==> src/rtl/mem_arbiter_pkg.sv <==
// Shared bus widths, FSM encodings and request payload type for the RAM-port arbiter.
package mem_arbiter_pkg;

    localparam int ADDR_W = 32;
    localparam int DATA_W = 32;
    localparam int WSEL_W = 4;

    localparam logic [0:0] ARB_IDLE = 1'b0;
    localparam logic [0:0] ARB_BUSY = 1'b1;

    typedef struct packed {
        logic [ADDR_W-1:0] address;
        logic [DATA_W-1:0] wdata;
        logic [WSEL_W-1:0] wsel;
    } mem_req_t;

endpackage

==> src/rtl/mem_watchdog.sv <==
// Saturating transaction-length counter; flags the last allowed cycle of a transaction.
module mem_watchdog #(
    parameter int unsigned TIMEOUT = 32'd256
) (
    input  logic clk,
    input  logic rst,
    input  logic clear,
    input  logic enable,
    output logic expired
);

    localparam int CW = (TIMEOUT > 0) ? $clog2(TIMEOUT + 1) : 1;

    logic [CW-1:0] count_q, count_d;

    always_comb begin
        count_d = count_q;
        if (clear)
            count_d = '0;
        else if (enable && (count_q < CW'(TIMEOUT)))
            count_d = count_q + CW'(1);
    end

    always_ff @(posedge clk) begin
        if (rst)
            count_q <= '0;
        else
            count_q <= count_d;
    end

    // TIMEOUT == 0 disables the watchdog entirely
    assign expired = (TIMEOUT != 0) && enable && (count_q == CW'(TIMEOUT - 1));

endmodule

==> src/rtl/mem_arbiter.sv <==
// Two-master arbiter for the single RAM port: one transaction at a time,
// round-robin or fixed priority, with a watchdog that errors out stuck transactions.
module mem_arbiter
    import mem_arbiter_pkg::*;
#(
    parameter bit          ROUND_ROBIN = 1'b1,
    parameter int unsigned TIMEOUT     = 32'd256
) (
    input  logic              clk,
    input  logic              rst,
    input  logic [ADDR_W-1:0] m0_address,
    input  logic [DATA_W-1:0] m0_wdata,
    input  logic [WSEL_W-1:0] m0_wsel,
    input  logic              m0_valid,
    output logic [DATA_W-1:0] m0_rdata,
    output logic              m0_ready,
    output logic              m0_error,
    input  logic [ADDR_W-1:0] m1_address,
    input  logic [DATA_W-1:0] m1_wdata,
    input  logic [WSEL_W-1:0] m1_wsel,
    input  logic              m1_valid,
    output logic [DATA_W-1:0] m1_rdata,
    output logic              m1_ready,
    output logic              m1_error,
    output logic [ADDR_W-1:0] s_address,
    output logic [DATA_W-1:0] s_wdata,
    output logic [WSEL_W-1:0] s_wsel,
    output logic              s_valid,
    input  logic [DATA_W-1:0] s_rdata,
    input  logic              s_ready,
    input  logic              s_error
);

    logic [0:0] state_q, state_d;
    logic       grant_q, grant_d;
    logic       last_q, last_d;
    logic       busy, start, sel_valid, wd_expired;
    logic       resp_ok, ready_fwd, error_fwd;
    mem_req_t   m0_req, m1_req, sel_req;

    assign m0_req    = '{address: m0_address, wdata: m0_wdata, wsel: m0_wsel};
    assign m1_req    = '{address: m1_address, wdata: m1_wdata, wsel: m1_wsel};
    assign busy      = (state_q == ARB_BUSY);
    assign sel_valid = grant_q ? m1_valid : m0_valid;
    assign sel_req   = grant_q ? m1_req : m0_req;

    mem_watchdog #(.TIMEOUT(TIMEOUT)) u_watchdog (
        .clk     (clk),
        .rst     (rst),
        .clear   (start),
        .enable  (busy),
        .expired (wd_expired)
    );

    always_comb begin
        state_d = state_q;
        grant_d = grant_q;
        last_d  = last_q;
        start   = 1'b0;
        if (state_q == ARB_IDLE) begin
            if (m0_valid || m1_valid) begin
                start   = 1'b1;
                state_d = ARB_BUSY;
                if (m0_valid && m1_valid)
                    grant_d = ROUND_ROBIN ? !last_q : 1'b0;
                else
                    grant_d = m1_valid;
            end
        end else begin
            // a master abandoning its request also ends the transaction
            if (!sel_valid || s_ready || s_error || wd_expired) begin
                state_d = ARB_IDLE;
                last_d  = grant_q;
            end
        end
    end

    always_ff @(posedge clk) begin
        if (rst) begin
            state_q <= ARB_IDLE;
            grant_q <= 1'b0;
            last_q  <= 1'b1;
        end else begin
            state_q <= state_d;
            grant_q <= grant_d;
            last_q  <= last_d;
        end
    end

    // responses reach a master only while it still holds its request, and never under reset
    assign resp_ok   = busy && sel_valid && !rst;
    assign ready_fwd = resp_ok && s_ready;
    assign error_fwd = resp_ok && (s_error || (wd_expired && !s_ready));

    always_comb begin
        s_valid   = busy && sel_valid;
        s_address = busy ? sel_req.address : '0;
        s_wdata   = busy ? sel_req.wdata   : '0;
        s_wsel    = busy ? sel_req.wsel    : '0;
        m0_ready  = ready_fwd && !grant_q;
        m0_error  = error_fwd && !grant_q;
        m1_ready  = ready_fwd &&  grant_q;
        m1_error  = error_fwd &&  grant_q;
    end

    assign m0_rdata = s_rdata;
    assign m1_rdata = s_rdata;

endmodule
==> config.mk <==
export PLATFORM = sky130hd
export DESIGN_NAME = mem_arbiter
export DESIGN_NICKNAME = d
export VERILOG_FILES = /design/src/rtl/mem_arbiter_pkg.sv /design/src/rtl/mem_watchdog.sv /design/src/rtl/mem_arbiter.sv
export SDC_FILE = /design/constraint.sdc
export NUM_CORES = 1
export LEC_CHECK = 0
export ABC_AREA = 0
export CAP_MARGIN = 20
export CORE_AREA = 5 5 119 121
export CTS_BUF_LIST = sky130_fd_sc_hd__clkbuf_8
export CTS_CLUSTER_SIZE = 28
export DETAILED_ROUTE_END_ITERATION = 8
export DIE_AREA = 0 0 124 126
export GPL_ROUTABILITY_DRIVEN = 0
export RECOVER_POWER = 25
export SETUP_SLACK_MARGIN = 0.4
export SYNTH_ARGS = -nofsm -noshare
export SYNTH_HDL_FRONTEND = slang
export SYNTH_SLANG_ARGS = --single-unit
export TNS_END_PERCENT = 30
==> constraint.sdc <==
create_clock -name clk -period 2.05 [get_ports clk]
set_input_delay 0.41 -clock clk [delete_from_list [all_inputs] [get_ports clk]]
set_output_delay 0.41 -clock clk [all_outputs]
set_load 0.01 [all_outputs]
# Word level (Yosys, flattened, before mapping)
# Cells that the tools add are included.
dict set report word_totals {
  regBits 12
  inputBits 174
  output_inout_bits 137
  wordCells 43
}
dict set report classes {
  addsub 1
  n_lt_le_gt_ge 1
  eq_ne 1
  mux 10
  bitwise_logic 1
  reduce_logical 25
}
# operator n
set ops {}
lappend ops {{$mux W68} 1}
lappend ops {{$mux W32} 2}
lappend ops {{$logic_and A1 B1 Y1} 12}
lappend ops {{$add A9 B1 Y9 const B} 1}
lappend ops {{$eq A9 B8 Y1 const B} 1}
lappend ops {{$lt A9 B9 Y1 const B} 1}
lappend ops {{$mux W1} 6}
lappend ops {{$logic_not A1 Y1} 5}
lappend ops {{$logic_or A1 B1 Y1} 5}
lappend ops {{$mux W4} 1}
lappend ops {{$reduce_and A2 Y1} 2}
lappend ops {{$reduce_or A2 Y1} 1}
lappend ops {{$not A1 Y1} 1}

# Logic depth before layout (Yosys ltp)
dict set report logic_depth {
  word_depth 7
  depth_mapped 7
}

# Hierarchy
# A second synthesis with hierarchy kept.
dict set report hier_totals {
  cells_unflattened 294
  hier_area_um2 2312.2
}
# module n_inst cells_each area_per_inst_um2 seq_area_each_um2
set modules_own_cells {}
lappend modules_own_cells {mem_arbiter 1 246 1889.3 60.1}
lappend modules_own_cells {mem_watchdog 1 48 422.9 180.2}

# Least setup slack after synthesis
# Ideal clock, no wire load.
dict set report synth_path {
  kind {reg-to-output}
  startpoint {register u_watchdog.count_q[1]}
  endpoint {output port m0_error}
  t_arrival_ns 1.328
  t_required_ns 1.640
  path_slack_ns 0.312
  stages_incl_launch_ff 7
  path_buffers 0
  cell_sequence {dfxtp_1 > ha_1 > nand3_1 > nor2_1 > ha_1 > a31oi_1 > nor4_1}
}
dict set report synth_via {
  elab_chain_len 6
}
# element line_no
set synth_lines {}
lappend synth_lines {{start: declaration} mem_watchdog.sv:14} ;# logic [CW-1:0] count_q, count_d;
lappend synth_lines {{start signal: assignment} mem_watchdog.sv:28} ;# count_q <= count_d;
lappend synth_lines {{$eq A9 B8 Y1} mem_watchdog.sv:32} ;# assign expired = (TIMEOUT != 0) && enable && (count_q == CW'(TIMEOUT - 1));
lappend synth_lines {{$logic_and A1 B1 Y1} mem_watchdog.sv:32}
lappend synth_lines {{$logic_and A1 B1 Y1} mem_arbiter.sv:93} ;# assign error_fwd = resp_ok && (s_error || (wd_expired && !s_ready));
lappend synth_lines {{$logic_or A1 B1 Y1} mem_arbiter.sv:93}
lappend synth_lines {{$logic_and A1 B1 Y1} mem_arbiter.sv:93}
lappend synth_lines {{$logic_and A1 B1 Y1} mem_arbiter.sv:101} ;# m0_error = error_fwd && !grant_q;
lappend synth_lines {{end: declaration} mem_arbiter.sv:17} ;# output logic m0_error,
# No other way between the ends.

# Worst setup path after layout
# Same ends and word-level chain as after synthesis.

==> impl_summary.md <==
Setup path
STA classifies the critical path endpoint as an output pin. Along the worst path, the maximum fanout reaches 2. Data arrives at the worst endpoint at 1.53 ns. The critical path launch point type is a flop. The critical path is of the reg2out type. At the worst endpoint, the required time is 1.64 ns. Across all register-to-register paths, the minimum setup slack is 0.51 ns.

In this run the critical register-to-register path is launched from u_watchdog.count_q[1]. The origin of the worst setup path is u_watchdog.count_q[1].

Layout
The post-route netlist has 31.9% of its cells at a drive strength greater than 1. The fraction of the core area covered by cells at the end of the flow is 35.0%. The area overhead of the layout relative to synthesis is 95.1%. The number of diodes is 0. The final cell area excluding filler cells is 4540 um2.

The final layout net count is 650.

CTS
Clock-pin slew was measured on the worst setup and hold paths at 0.05 ns. TritonCTS built the clock tree. In this run the deepest clock path goes through 2 buffers.

In this run, post-CTS hold repair placed 0 buffers. Counting the buffers created by CTS gives 3. Clock tree synthesis found a total of 12 sinks.

The clock tree root buffer cell is clkbuf_8. The deepest level of the CTS H-tree is 1. The source-to-sink clock delay at the later pin of the worst-skew pair is 0.24 ns.

Detailed routing
Dividing the detail-routed wire length by the instance count gives 15.1 um. The post-route DRC violation count is 0. The number of nets still failing antenna checks after routing is 0. The number of vias after detailed routing is 2601. The via density per instance is 4.01. Summed over all layers, the routed wires come to 9810 um.

The detailed-routing iteration count for the pre-antenna-repair pass is 4. The iteration-0 DRC count of the detailed router is 27.

Synthesis
Averaged over all synthesized cells, the footprint is 7.97 um2. When the netlist entered floorplanning its net count stood at 468. The cell area that synthesis handed to floorplanning was 2330 um2.

Synthesis handed over a netlist of 292 instances. The number of different library cells used by synthesis comes to 31. The yosys synthesis warning count is 0. The share of the Yosys chip area taken by registers is 10.3%. In this run, synthesis produced a sequential element count of 12.

Floorplan
The total number of placement rows is 42. In this run the horizontal extent of the chip is 124 um. The die area is 15600 um2. In this run the count of I/O pins placed on the die edge is 311.

The placeable core region is 13000 um2. For this configuration, the core starts out at a cell density of 17.9%. From bottom edge to top edge, the die measures 126 um.

GRT
The number of antenna violations at the first check in global routing came to 0. The via count of the first global-routing pass is 2675. The maximum number of pins on one net before global-route repair is 39. For this run the aggregate overflow at the end of global routing stands at 0. The first global-routing pass estimated 13600 um of wire. The total global-route track usage is 10.7%.

Power
The power density over cell area is 311 nW/um2. The worst-case IR drop observed on VDD is 0.000382 V. The static leakage power is 1.90 nW.

Place
The worst setup timing slack at the placement stage is -0.458 ns. The total placed instance area is 4340 um2. The placed wire-length estimate after detailed placement is 7470 um.

The number of buffers added on ports is 214.

Timing
The max-slew violation count is 0. The clock arrives with 0.00150 ns of skew. At the pin with the least slew margin, the transition time is 0.375 ns. Dividing the final minimum period by the clock period gives 94.8%. The worst hold-check slack is 0.491 ns.

The top achievable clock speed is 515 MHz. Setup repair after global routing could not meet its margin everywhere. Setup violations remaining at the end of the flow were counted as 0. The final-report hold violation count is 0. Measured against its own limit, the worst slew margin works out to 75.0%. The shortest period the worst path allows is 1.94 ns. The least setup slack across all paths after layout is 0.107 ns.

Flow run
Across the run, the number of max-cap violations was 0.

Outcome
The run finished with clean final reports.

Min path
The origin of the worst min-delay path is u_watchdog.count_q[6]. The min-delay analysis places its worst path in the category reg2reg.
-- worst paths after layout --
kind / cells past startpoint / to
hold / removal: 2 / u_watchdog.count_q[6]
setup / recovery: 7 / m0_error
hold reg to reg: 2 / u_watchdog.count_q[6]
setup reg to reg: 8 / last_q
-- cells in the mapped netlist (all sizes together) --
cell type	count	area share (%)
buf	75	24
mux2i	70	30
nor2b	69	19
dfxtp	12	10
a21oi	8	1.9
clkbuf	8	1.3
inv	7	1.1
nor2	6	0.97
nor4	4	1.1
o21ai	4	0.86
nand2	3	0.48
nand3	3	0.64
or3	3	0.81
ha	2	1.1
nand2b	2	0.54
nand3b	2	0.64
nand4b	2	1.4
o31ai	2	0.64
or4	2	0.81
a21boi	1	0.32
a31oi	1	0.27
mux2	1	0.48
nand4	1	0.54
nor3	1	0.21
o21bai	1	0.32
xnor2	1	0.38
xor2	1	0.38
-- power breakdown --
group / leakage, nW / internal [W] / switching [W]
sequential: 0.100 / 0.000240 / 0.0000127
clock: 0.0288 / 0.000170 / 0.0000860
combinational: 1.77 / 0.000575 / 0.000328
total: 1.90 / 0.000985 / 0.000426
-- layout make-up --
class                      instances  area, um2
fill                            1409       8440
timing repair buffer             260       2400
multi-input combinational        190       1580
sequential                        12        251
tap                              176        220
clock buffer                       4       55.1
inverter                           7       41.3
-- cell families (layout without fill, tap and decap cells) --
family          after synthesis  in the layout  share of synthesized area, %
compound gates               17             17                          4.30
xor+xnor                      2              2                         0.753
fa+ha+maj                     2              2                          1.08
buf+inv                      90            271                          26.3
flops                        12             12                          10.3
mux                          71             71                          30.6
simple gates                 98             98                          26.7
-- sequential cells by signal, summed over array words and instances, names as in the netlist --
signal              count
u_watchdog.count_q      9
busy                    1
grant_q                 1
last_q                  1
-- metal layers --
metal,vias to the layer above,track usage (%),wire length (um)
met3,19,3.50,1220
met1,1160,11.4,3520
met2,149,20.1,4930
met5,-,0,0
li1,1273,-,-
met4,0,2.58,147
-- stage by stage --
step | setup TNS, ns | power, W | std cells
after floorplan | 0 | 0.000704 | 292
after global placement | -2.07 | 0.00110 | 623
after detailed placement | -2.13 | 0.00111 | 623
after CTS | -0.0492 | 0.00138 | 640
after global routing | -0.00785 | 0.00150 | 649
final | 0 | 0.00141 | 649
-- layout by cell type, fill, tap and decap left out, drive strengths merged --
master and n:
nand2 3, xor2 1, dlygate4sd2 2, clkdlybuf4s50 137, nand4 1, nand4b 2
dlymetal6s2s 2, nor3 1, or4 2, buf 118, ha 2, or3 3
o21ai 4, a21boi 1, nor2 6, nor2b 69, a31oi 1, inv 6
clkinv 1, dfxtp 12, a21oi 8, nand3b 2, nor4 4, clkbuf 5
mux2i 70, nand2b 2, mux2 1, xnor2 1, nand3 3, o21bai 1
o31ai 2
-- worst max-delay path, stage by stage, from the launching register on --
cell	delay (ns)
dfxtp_2	0.35
ha_4	0.14
nand3_2	0.06
nor2_2	0.11
ha_2	0.22
a31oi_4	0.10
nor4_2	0.14
buf_2	0.17
-- repair_timing --
action / CTS / global route
buffers inserted: 10 / 8
pin swaps: 7 / 5
gates cloned: 3 / 1
setup endpoints to repair: 77 / 74
gates resized for setup: 338 / 27
No activity file was read; power rests on OpenSTA's default activity.
